`config.mk`:
```
export PLATFORM = sky130hd
export DESIGN_NAME = kb_turn_arbiter
export DESIGN_NICKNAME = d
export VERILOG_FILES = /design/src/rtl/kb_turn_arbiter.sv
export SDC_FILE = /design/constraint.sdc
export NUM_CORES = 1
export LEC_CHECK = 0
export CAP_MARGIN = 20
export CORE_UTILIZATION = 52
export DETAILED_ROUTE_END_ITERATION = 8
export PLACE_DENSITY = 0.8
export SKIP_LAST_GASP = 1
export SYNTH_ARGS = -nofsm -noshare
export SYNTH_HDL_FRONTEND = slang
export SYNTH_SLANG_ARGS = --single-unit
```
`constraint.sdc`:
```
create_clock -name sys_clk -period 3.7 [get_ports sys_clk]
set_clock_uncertainty 0.05 [all_clocks]
set_input_delay 0.74 -clock sys_clk [delete_from_list [all_inputs] [get_ports sys_clk]]
set_output_delay 0.74 -clock sys_clk [all_outputs]
set_load 0.03 [all_outputs]
```
`src/rtl/kb_turn_arbiter.sv`:
```
// Turn-based arbiter between two PS/2 keyboard front-ends.
// Moves per-player cursors and raises a shot interrupt with ack handshake.
module kb_turn_arbiter #(
    parameter int GRID_W = 10,
    parameter int GRID_H = 10
) (
    input  logic       sys_clk,
    input  logic       rst_n,
    input  logic [1:0] kb0_dir,
    input  logic       kb0_fire,
    input  logic       kb0_done,
    input  logic [1:0] kb1_dir,
    input  logic       kb1_fire,
    input  logic       kb1_done,
    input  logic       turn_en,
    input  logic       new_game,
    input  logic       cpu_ack,
    output logic       irq,
    output logic       irq_player,
    output logic [3:0] irq_x,
    output logic [3:0] irq_y,
    output logic       turn,
    output logic [3:0] cur0_x,
    output logic [3:0] cur0_y,
    output logic [3:0] cur1_x,
    output logic [3:0] cur1_y,
    output logic [7:0] ignored_cnt
);

    localparam logic [3:0] X_MAX = 4'(GRID_W - 1);
    localparam logic [3:0] Y_MAX = 4'(GRID_H - 1);

    typedef enum logic [1:0] {
        S_IDLE,
        S_WAIT,
        S_REQ
    } state_t;

    state_t     state_q;
    state_t     state_d;

    logic       act_done;
    logic       act_fire;
    logic [1:0] act_dir;
    logic [3:0] ax;
    logic [3:0] ay;
    logic [3:0] nx;
    logic [3:0] ny;
    logic       accept;
    logic       fire_acc;
    logic       move_acc;
    logic       ack_req;
    logic [1:0] ign_n;
    logic [8:0] cnt_sum;
    logic [7:0] cnt_nxt;

    assign act_done = turn ? kb1_done : kb0_done;
    assign act_fire = turn ? kb1_fire : kb0_fire;
    assign act_dir  = turn ? kb1_dir  : kb0_dir;
    assign ax       = turn ? cur1_x   : cur0_x;
    assign ay       = turn ? cur1_y   : cur0_y;

    assign accept   = (state_q == S_WAIT) && act_done;
    assign fire_acc = accept && act_fire;
    assign move_acc = accept && !act_fire;
    assign ack_req  = (state_q == S_REQ) && cpu_ack;

    // Every strobe that is not the accepted one counts as ignored.
    assign ign_n   = {1'b0, kb0_done} + {1'b0, kb1_done} - {1'b0, accept};
    assign cnt_sum = {1'b0, ignored_cnt} + {7'b0, ign_n};
    assign cnt_nxt = cnt_sum[8] ? 8'hFF : cnt_sum[7:0];

    // Clamped single-cell step of the active cursor.
    always_comb begin
        nx = ax;
        ny = ay;
        unique case (act_dir)
            2'b00: if (ay != 4'd0)  ny = ay - 4'd1;
            2'b01: if (ay != Y_MAX) ny = ay + 4'd1;
            2'b10: if (ax != 4'd0)  nx = ax - 4'd1;
            2'b11: if (ax != X_MAX) nx = ax + 4'd1;
        endcase
    end

    // FSM state register.
    always_ff @(posedge sys_clk or negedge rst_n) begin
        if (!rst_n) state_q <= S_IDLE;
        else        state_q <= state_d;
    end

    // FSM next-state logic; new_game forces IDLE.
    always_comb begin
        state_d = state_q;
        unique case (state_q)
            S_IDLE: if (turn_en) state_d = S_WAIT;
            S_WAIT: begin
                if (fire_acc)      state_d = S_REQ;
                else if (!turn_en) state_d = S_IDLE;
            end
            S_REQ: if (cpu_ack) state_d = turn_en ? S_WAIT : S_IDLE;
            default: state_d = S_IDLE;
        endcase
        if (new_game) state_d = S_IDLE;
    end

    // FSM outputs: a shot is pending exactly while in REQ.
    always_comb begin
        irq = (state_q == S_REQ);
    end

    // Cursor registers: only the active player's cursor moves.
    always_ff @(posedge sys_clk or negedge rst_n) begin
        if (!rst_n) begin
            cur0_x <= '0;
            cur0_y <= '0;
            cur1_x <= '0;
            cur1_y <= '0;
        end else if (new_game) begin
            cur0_x <= '0;
            cur0_y <= '0;
            cur1_x <= '0;
            cur1_y <= '0;
        end else if (move_acc) begin
            if (turn) begin
                cur1_x <= nx;
                cur1_y <= ny;
            end else begin
                cur0_x <= nx;
                cur0_y <= ny;
            end
        end
    end

    // Turn, shot payload and ignored-strobe counter.
    always_ff @(posedge sys_clk or negedge rst_n) begin
        if (!rst_n) begin
            turn        <= 1'b0;
            irq_player  <= 1'b0;
            irq_x       <= '0;
            irq_y       <= '0;
            ignored_cnt <= '0;
        end else if (new_game) begin
            turn        <= 1'b0;
            irq_player  <= 1'b0;
            irq_x       <= '0;
            irq_y       <= '0;
            ignored_cnt <= '0;
        end else begin
            ignored_cnt <= cnt_nxt;
            if (ack_req) turn <= ~turn;
            if (fire_acc) begin
                irq_player <= turn;
                irq_x      <= ax;
                irq_y      <= ay;
            end
        end
    end

endmodule

```
==> qor.yml <==
yosys_register_bits: 36
hold_path_depth: 2
drt-met1-wl_mm: 2.64
power_mw: 1.21
first_global_vias: 1917
worst_pin_slew_ps: 1110
worst-setup-path-type: "primary input to register"
ctsResizeCount: 0
drc: 0
cp-startpoint: "kb0_done"
numCtsBuffers: 5
num_rows: 24
antenna_cells: 0
setup_viol: 0
dr_wl_met3_um: 302
r2r_start: "turn"
syn_inst: 255
rsz0062_at_grt: "false"
synth_warnings: 0
cts_tree: "done"
slew_violations: 0
outcome: "completed"
start_util_pct: 54.9
clkLatencyLatePin_ps: 290
dr_wl_met2_mm: 2.76
hp-start: "irq_player"
drt_iter0_drc: 193
antenna_found_initial: 0
period_needed_ps: 3060
drive_gt1_share_pct: 11.5
htreeDepth: 2
syn_avg_cell_area_um2: 9.50
start_kind: "primary input"
wirelength_mm: 5.82
cts.sinks: 36
first_pass_iters: 4
post-place-ws_ps: 345
r2r-end: "cur1_y[1]"
final_cell_count_no_fill: 356
r2r_setup_slack_ps: 890
grt_max_degree: 37
synthToLayoutAreaGrowth_pct: 24.6
grt_overflow: 0
power.static_leakage_nw: 1.25
power_density_nw_per_um2: 401
dpl.cell_count: 348
async_flop_share_pct: 100
post_drt_via_cell_ratio: 6.07
routabilityCongestion: 0.901
peakVddDrop_uv: 245
nNetsFinal: 327
end_kind: "register"
synth_seq_area_share_pct: 37.2
worst_slack_ps: 644
synthDistinctLibCells: 58
top_layer: "met4"
r2r_cells: 9
core-area_um2: 4410
post-dp-hpwl_mm: 4.20
finalCritPeriodShare_pct: 82.6
io_pins: 48
cp.arrival_ps: 3210
ant_nets: 0
setup_tns_ps: 0
wl_per_cell_um: 16.4
port_buffers: 47
cts_hold_buf: 0
grt_pass1_wl_mm: 9.78
path_clk_slew_ps: 70
hold_path_class: "register to register"
drv_cap: 0
die_h_um: 70.3
vias: 2160
syn_area_um2: 2420
synth_ff_type: "dfrtp_1"
grt_usage_pct: 25.3
fp.dieW_um: 70.3
synth_nets: 279
dieArea_um2: 4940
hold_viol_final: 0
fmax_mhz: 327
cts_setup_buffers: 0
synth_edf_count: 0
relSlewSlack_pct: 26.1
min_to: "irq_player"
crit_fanout: 5
clock_path_buffers: 2
clockRootBuffer: "clkbuf_8"
worstPathRequired_ps: 3860
[routing by layer]
metal / GRT usage, % / up-vias
li1: - / 1037
met1: 35.4 / 1037
met2: 37.6 / 76
met3: 5.92 / 10
met4: 10.2 / 0
met5: 0 / -
[how the worst max path moves through the flow]
stage,endpoint,slack [ps],cells after the start
2_1_floorplan,ignored_cnt[7],930,12
3_3_place_gp,ignored_cnt[7],440,12
3_5_place_dp,ignored_cnt[7],350,12
4_1_cts,ignored_cnt[7],650,12
5_1_grt,ignored_cnt[7],410,12
6_report,ignored_cnt[2],640,12
[Yosys cell counts, types with 4 or more instances]
library cell / number / area share, %
a211oi_1: 9 / 2.8
a21oi_1: 12 / 2.5
a31oi_1: 6 / 1.5
dfrtp_1: 36 / 37
ha_1: 10 / 5.2
inv_1: 11 / 1.7
mux2i_1: 8 / 3.3
nand2_1: 24 / 3.7
nand2b_1: 5 / 1.3
nand4_1: 4 / 1.0
nor2_1: 24 / 3.7
nor2b_1: 4 / 1.0
nor3_1: 8 / 1.7
o21ai_0: 4 / 0.83
o21ai_1: 5 / 1.0
o22ai_1: 4 / 1.0
o31ai_1: 4 / 1.2
xnor2_1: 6 / 2.2
[layout make-up]
| cell class | count | area (um^2) |
|---|---|---|
| Clock buffer | 5 | 68.8 |
| Clock inverter | 3 | 18.8 |
| Fill cell | 361 | 1400 |
| Inverter | 14 | 52.6 |
| Multi-Input combinational cell | 193 | 1400 |
| Sequential cell | 36 | 901 |
| Tap cell | 52 | 65.1 |
| Timing Repair Buffer | 53 | 515 |
[flip-flops by register name, indices dropped and copies added (netlist names)]
signal       count
turn             1
cur0_y           4
cur0_x           4
cur1_y           4
irq_player       1
irq_y            4
irq_x            4
cur1_x           4
state_q          2
ignored_cnt      8
[kinds of logic after synthesis]
kind of cell             Yosys count  synth area share, %
XOR/XNOR                           9                 3.25
AND/OR/NAND/NOR                   91                 20.5
flip-flops                        36                 37.2
adder cells (fa/ha/maj)           11                 5.99
AO/OA/AOI/OAI                     65                 19.0
multiplexers                      17                 8.88
buffers and inverters             26                 5.16
[critical path: stages]
cell and delay [ps]:
clkdlybuf4s50_1 490, nand2b_1 90, a21oi_1 190, ha_1 250, inv_1 60, ha_1 150
xor2_1 250, fa_1 300, nand2_1 70, nor2_1 130, nand4_1 250, a21oi_1 230
[metrics by stage]
stage	hold slack (ps)	area (um^2)	util [%]
5_1_grt	504	3020	68.4
3_3_place_gp	457	2930	66.4
4_1_cts	480	3020	68.4
3_5_place_dp	460	2930	66.4
6_report	472	3020	68.4
2_1_floorplan	394	2420	-
[cell usage in the layout (no fill, tap or decap), types with 4 or more instances in the layout]
master           instances
ha_1                    10
a21oi_1                 12
a31oi_1                  6
clkbuf_8                 5
o21ai_0                  4
o22ai_1                  4
o21ai_1                  5
buf_4                    6
a211oi_1                 9
clkdlybuf4s50_1         47
nor2b_1                  4
nand2_1                 24
nand2b_1                 5
dfrtp_1                 36
nor2_1                  24
nor3_1                   8
mux2i_1                  8
nand4_1                  4
xnor2_1                  6
inv_1                   11
o31ai_1                  4
[power by group]
part	total [mW]	internal (mW)	leakage, nW	switching [mW]
clock	0.278	0.131	0.0479	0.146
combinational	0.446	0.192	0.717	0.254
sequential	0.485	0.430	0.488	0.0548
total	1.21	0.754	1.25	0.455
Note: power is estimated with default switching activity, not from simulation.
